--- config.mk ---
export PLATFORM = sky130hd
export DESIGN_NAME = warp_fetch_scheduler
export DESIGN_NICKNAME = d
export VERILOG_FILES = /design/src/rtl/warp_fetch_scheduler.sv
export SDC_FILE = /design/constraint.sdc
export NUM_CORES = 1
export LEC_CHECK = 0
export BUFFER_PORTS_ARGS = -buffer_cell sky130_fd_sc_hd__clkbuf_2
export CAP_MARGIN = 20
export CORE_ASPECT_RATIO = 1.1
export CORE_MARGIN = 3
export CORE_UTILIZATION = 53
export CTS_BUF_LIST = sky130_fd_sc_hd__clkbuf_8
export DETAILED_ROUTE_END_ITERATION = 8
export GPL_ROUTABILITY_DRIVEN = 1
export GPL_TIMING_DRIVEN = 0
export PLACE_DENSITY_LB_ADDON = 0.3
export SYNTH_ARGS = -nofsm -noshare
export SYNTH_HDL_FRONTEND = slang
export SYNTH_SLANG_ARGS = --single-unit
--- constraint.sdc ---
create_clock -name clk -period 20.2 [get_ports clk]
set_input_delay 3.03 -clock clk [delete_from_list [all_inputs] [get_ports clk]]
set_output_delay 3.03 -clock clk [all_outputs]
set_load 0.01 [all_outputs]
--- src/rtl/warp_fetch_scheduler.sv ---
// Per-warp fetch sequencer: tracks PC, thread mask and run state for each warp and
// issues one registered fetch request per cycle, choosing among eligible warps round-robin.
module warp_fetch_scheduler #(
  parameter int NUM_WARPS   = 4,
  parameter int NUM_THREADS = 4,
  parameter int PC_BITS     = 31,
  parameter int UUID_WIDTH  = 16,
  parameter int MAX_PENDING = 2,
  parameter logic [PC_BITS-1:0] RESET_PC = 31'h40000000,
  parameter int NW_WIDTH    = (NUM_WARPS > 1) ? $clog2(NUM_WARPS) : 1
) (
  input  logic                   clk,
  input  logic                   reset,
  output logic                   sched_valid,
  output logic [NW_WIDTH-1:0]    sched_wid,
  output logic [PC_BITS-1:0]     sched_PC,
  output logic [NUM_THREADS-1:0] sched_tmask,
  output logic [UUID_WIDTH-1:0]  sched_uuid,
  input  logic                   sched_ready,
  input  logic                   unlock_valid,
  input  logic [NW_WIDTH-1:0]    unlock_wid,
  input  logic                   unlock_redirect,
  input  logic [PC_BITS-1:0]     unlock_PC,
  input  logic                   unlock_tmc,
  input  logic [NUM_THREADS-1:0] unlock_tmask,
  input  logic                   spawn_valid,
  input  logic [NUM_WARPS-1:0]   spawn_mask,
  input  logic [PC_BITS-1:0]     spawn_PC,
  input  logic [NUM_WARPS-1:0]   ibuf_pop,
  output logic                   busy
);

  localparam int PEND_W = $clog2(MAX_PENDING + 1);

  logic [NUM_WARPS-1:0]   active, stalled, eligible;
  logic [NUM_WARPS-1:0]   sel_hit, unlock_tgt, unlock_hit, spawn_hit;
  logic [PC_BITS-1:0]     pc      [NUM_WARPS];
  logic [NUM_THREADS-1:0] tmask   [NUM_WARPS];
  logic [PEND_W-1:0]      pending [NUM_WARPS];
  logic [UUID_WIDTH-1:0]  uuid;
  logic [NW_WIDTH-1:0]    rr_ptr, pick_wid, scan_idx;
  logic                   pick_found, load_en;

  assign load_en = ~sched_valid | sched_ready;
  assign busy    = (|active) | sched_valid;

  // Scan downward from the farthest offset so the warp closest to rr_ptr wins.
  always_comb begin
    pick_found = 1'b0;
    pick_wid   = '0;
    scan_idx   = '0;
    for (int i = 0; i < NUM_WARPS; i++)
      eligible[i] = active[i] & ~stalled[i] & (pending[i] < PEND_W'(MAX_PENDING));
    for (int k = NUM_WARPS - 1; k >= 0; k--) begin
      scan_idx = rr_ptr + NW_WIDTH'(k);
      if (eligible[scan_idx]) begin
        pick_found = 1'b1;
        pick_wid   = scan_idx;
      end
    end
  end

  always_comb begin
    sel_hit    = '0;
    unlock_tgt = '0;
    unlock_hit = '0;
    spawn_hit  = '0;
    for (int i = 0; i < NUM_WARPS; i++) begin
      sel_hit[i]    = load_en & pick_found & (pick_wid == NW_WIDTH'(i));
      unlock_tgt[i] = unlock_valid & (unlock_wid == NW_WIDTH'(i));
      unlock_hit[i] = unlock_tgt[i] & stalled[i];
      spawn_hit[i]  = spawn_valid & spawn_mask[i] & ~active[i] & ~unlock_tgt[i];
    end
  end

  always_ff @(posedge clk or posedge reset) begin
    if (reset) begin
      for (int i = 0; i < NUM_WARPS; i++) begin
        active[i]  <= (i == 0);
        stalled[i] <= 1'b0;
        pc[i]      <= (i == 0) ? RESET_PC : '0;
        tmask[i]   <= (i == 0) ? NUM_THREADS'(1) : '0;
        pending[i] <= '0;
      end
      uuid        <= '0;
      rr_ptr      <= '0;
      sched_valid <= 1'b0;
      sched_wid   <= '0;
      sched_PC    <= '0;
      sched_tmask <= '0;
      sched_uuid  <= '0;
    end else begin
      for (int i = 0; i < NUM_WARPS; i++) begin
        if (spawn_hit[i]) begin
          active[i]  <= 1'b1;
          stalled[i] <= 1'b0;
          pc[i]      <= spawn_PC;
          tmask[i]   <= '1;
        end else if (unlock_hit[i]) begin
          stalled[i] <= 1'b0;
          if (unlock_redirect) pc[i] <= unlock_PC;
          if (unlock_tmc) begin
            tmask[i] <= unlock_tmask;
            if (unlock_tmask == '0) active[i] <= 1'b0;
          end
        end else if (sel_hit[i]) begin
          stalled[i] <= 1'b1;
          pc[i]      <= pc[i] + PC_BITS'(2);
        end
        // A pop coinciding with an issue to the same warp cancels out.
        if (sel_hit[i] && !ibuf_pop[i])
          pending[i] <= pending[i] + PEND_W'(1);
        else if (!sel_hit[i] && ibuf_pop[i] && pending[i] != '0)
          pending[i] <= pending[i] - PEND_W'(1);
      end
      if (load_en) begin
        sched_valid <= pick_found;
        if (pick_found) begin
          sched_wid   <= pick_wid;
          sched_PC    <= pc[pick_wid];
          sched_tmask <= tmask[pick_wid];
          sched_uuid  <= uuid;
          uuid        <= uuid + UUID_WIDTH'(1);
          rr_ptr      <= pick_wid + NW_WIDTH'(1);
        end
      end
    end
  end

endmodule

Word level (Yosys, flattened, before mapping):

Cells that the tools add are included.

* bits in registers: 228
* input port bits: 83
* output and inout bits: 55
* logic and storage cells: 247

* reduce and logical (&&, ||, !) cells: 61
* order comparisons: 9
* $add $sub $neg: 17
* bitwise logic cells: 49
* equal/unequal tests: 10
* muxes and demuxes: 74

Operators with widths (count)
* two-way mux 31 bit: 15
* adder 31 x 2 -> 31 bit, second input constant: 4
* binary-select mux 31 bit (select 2 bit): 1
* two-way mux 4 bit: 11
* nonzero test 2 bit: 20
* bitwise AND 1 bit: 33
* two-way mux 1 bit: 30
* two-way mux 2 bit: 12
* AND reduction 2 bit: 9
* adder 16 x 1 -> 16 bit, second input constant: 1
* inverter 1 bit: 13
* adder 2 x 1 -> 2 bit, second input constant: 6
* logical AND 1 bit: 12
* less-than comparator 2 x 3 -> 1 bit, second input constant: 4
* inequality test 3 x 2 -> 1 bit, second input constant: 4
* AND reduction 3 bit: 4
* nonzero test 3 bit: 4
* binary-select mux 1 bit (select 2 bit): 4
* binary-select mux 4 bit (select 2 bit): 1
* equality test 2 bit, second input constant: 4
* logical NOT 1 bit: 8
* less-than comparator 2 bit, second input constant: 4
* subtractor 2 x 1 -> 2 bit, second input constant: 4
* adder 2 bit, second input constant: 2
* other kinds (7): 10

Depth between registers and ports, before layout:

* word-level depth: 16
* depth in mapped cells: 9
* depth with buffers taken out: 7

Worst setup path after synthesis:

OpenSTA, ideal clock, no wires.

* path type: in2reg
* start: in unlock_wid[0]
* end: reg pc[50] (netlist name)
* buffers on the path: 2
* required time: 20.123 ns
* path slack: 15.382 ns
* data arrival time: 4.740 ns
* cell stages on the path: 8
* setup time: 0.077 ns
* cells stage by stage: clkbuf_1 nor2b_1 a211oi_1 a41oi_1 a21boi_0 clkbuf_1 o32ai_1 a21oi_1

* word-level cells in the longest chain between the ends: 6
* elaborated cells between the ends (all ways): 10
* classes of those cells: eq/ne: 2; mux: 2; bitwise: 4; reduce/logical: 2

Ends and longest elaborated chain
* start: declaration: RTL line 21 `input logic [NW_WIDTH-1:0] unlock_wid,`
* equality test 2 bit *: RTL line 70 `unlock_tgt[i] = unlock_valid & (unlock_wid == NW_WIDTH'(i));`
* bitwise AND 1 bit *: RTL line 70
* inverter 1 bit: RTL line 72 `spawn_hit[i] = spawn_valid & spawn_mask[i] & ~active[i] & ~unlock_tgt[i];`
* bitwise AND 1 bit: RTL line 72
* inequality test 3 x 2 -> 1 bit (no line) or nonzero test 3 bit (tied branches)
* AND reduction 2 bit (no line)
* end signal: indexed assignment: RTL line 81 `pc[i] <= (i == 0) ? RESET_PC : '0;`
* end signal: indexed assignment: RTL line 97 `pc[i] <= spawn_PC;`
* end signal: indexed assignment: RTL line 101 `if (unlock_redirect) pc[i] <= unlock_PC;`
* end: declaration: RTL line 37 `logic [PC_BITS-1:0] pc [NUM_WARPS];`

Every way passes the cells marked *; elsewhere a longest branch is shown, timed or not.
A chain may end at the register's enable or synchronous reset.

Worst setup path in the final report:

* start: in unlock_wid[0]
* end: reg pc[53] (netlist name)

Same word-level chain as after synthesis.

==> impl_metrics.json <==
{
  "final_antenna_net_count": 0,
  "status": "finished, final reports clean",
  "number_of_cells_on_the_worst_hold_path": 2,
  "die_area_um2": 29400,
  "synth.most_common_cell": "dfrtp_1",
  "setup_viol": 0,
  "timing.max_slew.rel_slack_pct": 28.9,
  "totalNegativeSetupSlack_ns": 0,
  "post-route-period-util_pct": 26.5,
  "tritoncts": "built",
  "period_needed_ns": 5.36,
  "die_w_um": 164,
  "timing.critical_path.fanout_max": 10,
  "synth_edf_count": 0,
  "detailed_place.area_um2": 15700,
  "synth_area_leader_cell": "dfrtp_1",
  "post_synth_fa_ha_maj_area_fraction_pct": 0.431,
  "antenna_violations_before_repair": 2,
  "cp_cell_sequence": "clkbuf_1 -> nor2b_1 -> a211oi_1 -> a41oi_1 -> a21boi_0 -> clkbuf_1 -> o32ai_1 -> a21oi_1",
  "synth_sequential_area_ratio_pct": 39.3,
  "timing.final.max_slew_violations": 0,
  "critical_path_class": "in -> reg",
  "drt_first_iter_violations": 1978,
  "cts-buffers-inserted": 42,
  "worst_ep_arrival_time_ns": 5.85,
  "routed_via_density": 7.01,
  "syn2layout_area_growth_pct": 13.8,
  "register_to_register_path_depth": 7,
  "grt_max_degree": 85,
  "hold_class": "reg -> reg",
  "synth-seq-cells": 228,
  "max-vdd-ir-drop_v": 0.000110,
  "crit_path_slowest_cell": "a21boi_0",
  "initial_utilization_pct": 54.8,
  "yosys.area_share.simple_pct": 21.3,
  "drive_above_1_share_pct": 17.3,
  "grt_use_total_pct": 41.9,
  "total_power_after_layout_mw": 2.63,
  "rsz_0062_raised_after_global_routing": "no",
  "totalWireLength_mm": 62.2,
  "floorplan.rows": 62,
  "postCtsHoldBufs": 0,
  "achievable-frequency_mhz": 186,
  "layout.filler_cells": 2321,
  "htreeDepth": 2,
  "p_per_area_nw_per_um2": 159,
  "cts.sinks": 228,
  "design.final.nets": 1917,
  "dp_worst_setup_slack_ns": 14.29,
  "via_count": 15511,
  "clock_latency_of_the_later_clocked_register_in_the_worst_skew_pair_ns": 0.57,
  "cts-root-buf": "clkbuf_8",
  "hold_path.startpoint": "sched_uuid[5]$_DFFE_PP0P_",
  "syn_area_per_cell_um2": 8.82,
  "final_cell_area_um2": 16500,
  "synth_fp_nets": 1736,
  "final_util_pct": 62.3,
  "synthesis.instances": 1648,
  "cts_resizes": 0,
  "synth-async-reset-ratio_pct": 100,
  "top_level_ports": 138,
  "worst_r2r_startpoint": "active[2]$_DFFE_PP0P_",
  "max_slew.worst_pin.slew_ns": 1.06,
  "clkSlewWorstSetupHoldPaths_ns": 0.06,
  "post_synth_mux_area_share_pct": 7.62,
  "synth-main-ff-cell": "dfrtp_1",
  "worstHoldEndpoint": "sched_uuid[5]$_DFFE_PP0P_",
  "fin_ws_ns": 14.84,
  "regToRegSetupSlack_ns": 16.83,
  "synth.top_cell.area_share_pct": 38.8,
  "globalplace.congestion": 1.05,
  "count_of_distinct_cell_types_in_the_synthesized_netlist": 103,
  "cp_common_cell": "clkbuf_1",
  "detail_route.drc_violations": 0,
  "first_global_vias": 14813,
  "overflow": 0,
  "io_buffers": 135,
  "endpoint_kind": "register",
  "mappedNetlistArea_um2": 14500,
  "dp.final_hpwl_mm": 47.3,
  "post_drt_wl_per_cell_um": 28.1,
  "synth_compound_gate_area_share_pct": 22.8,
  "grt_first_pass_wirelength_mm": 92.9,
  "cp_data_required_time_ns": 20.68,
  "timing_hold_violations_final": 0,
  "dominant_combinational_cell_family_by_area_after_synthesis": "compound AO/OA/AOI/OAI gates",
  "detailedRoute.firstPassIterationCount": 5,
  "fin_worst_skew_ns": 0.0183,
  "total_leakage_power_nw": 6.73,
  "start_kind": "input pin",
  "crit_path_max_incr_delay_ns": 0.69,
  "drv_cap": 0,
  "worst_r2r_endpoint": "pc[53]$_DFFE_PP0P_",
  "clock_tree.buffer_depth": 3,
  "synth.yosys.warnings": 0,
  "synth.top_cells.by_area": "dfrtp_1 (39%), nand2_1 (5.6%), mux4_2 (5.1%), o21ai_0 (4.8%), a21oi_1 (4.7%)",
  "xor_xnor_share_of_the_synthesized_area_pct": 4.40,
  "chipHeight_um": 180,
  "post_cts.repair.setup_buffers": 0,
  "netlist_top_cells_count": "dfrtp_1 (225), nand2_1 (215), o21ai_0 (138)",
  "design.core.area_um2": 26500
}
## area by class of cell
cell class,count,area [um2],share of cell area (%)
Buffer,117,536,3.24
Tap cell,352,440,2.66
Multi-Input combinational cell,1284,8210,49.7
Timing Repair Buffer,137,731,4.42
Sequential cell,228,5710,34.5
Antenna cell,1,2.50,0.0151
Inverter,19,78.8,0.477
Clock buffer,53,729,4.41
Clock inverter,23,88.8,0.538
## layer usage
metal  GRT usage, %  part of all wire [%]  vias up  wire length, um
li1               -                     -     6574                -
met2           64.5                    45     1082            27900
met1           54.2                    37     7568            22900
met3           8.15                    10      285             6280
met4           25.9                   8.2        2             5130
met5              0                 0.021        -               13
## cells in the final DEF (no fill, tap or decap), types with 22 or more instances in the layout
cell	n
clkbuf_1	83
clkbuf_2	136
nand2_1	215
xnor2_1	51
mux4_2	33
o211ai_1	25
xor2_1	22
nand3_1	95
nor4_1	26
nor3_1	38
dfrtp_1	225
nand4_1	45
clkbuf_8	54
nor2_1	130
a21oi_1	137
inv_1	39
o21ai_0	138
mux2_2	25
a211oi_1	35
a31oi_1	36
## kinds of logic (layout without fill, tap and decap cells)
kind of cell | after synthesis | after routing
fa+ha+maj | 5 | 5
simple gates | 632 | 632
other cells | 0 | 1
flops | 228 | 228
compound gates | 511 | 511
mux | 63 | 63
buf+inv | 136 | 349
xor+xnor | 73 | 73
## sequential cells by signal, summed over array words and instances, names as in the netlist, 8 cells and up
register / cells
sched_PC: 31
uuid: 16
sched_uuid: 16
pending: 8
pc: 124
tmask: 16
## power by group
part,internal (mW),switching (mW),leakage [nW]
clock,0.235,0.209,0.501
sequential,0.637,0.240,2.74
combinational,0.542,0.772,3.49
## worst max path at each step
stage,startpoint,to,slack (ns),depth (start not counted)
floorplan,reset,active[1]$_DFFE_PP0P_,10.93,1
global placement,reset,tmask[5]$_DFFE_PP0P_,8.06,2
detailed placement,unlock_wid[0],pc[50]$_DFFE_PP0P_,14.29,8
CTS,unlock_wid[0],pc[53]$_DFFE_PP0P_,14.87,8
global route,unlock_wid[0],pc[53]$_DFFE_PP0P_,14.66,8
finish,unlock_wid[0],pc[53]$_DFFE_PP0P_,14.84,8
## critical path: cells and delay by family
| family | cells | cell delay, ns |
|---|---|---|
| and+or+nand+nor | 1 | 0.47 |
| AOI/OAI and AO/OA | 5 | 1.68 |
| buffers and inverters | 2 | 0.66 |
## metrics by stage
step                      cells  hold slack, ns
after floorplan            1648           0.437
after global placement     2135           0.454
after detailed placement   2137           0.463
after CTS                  2213           0.477
after global routing       2213           0.499
final                      2214           0.473
(Power assumes the default switching activity.)
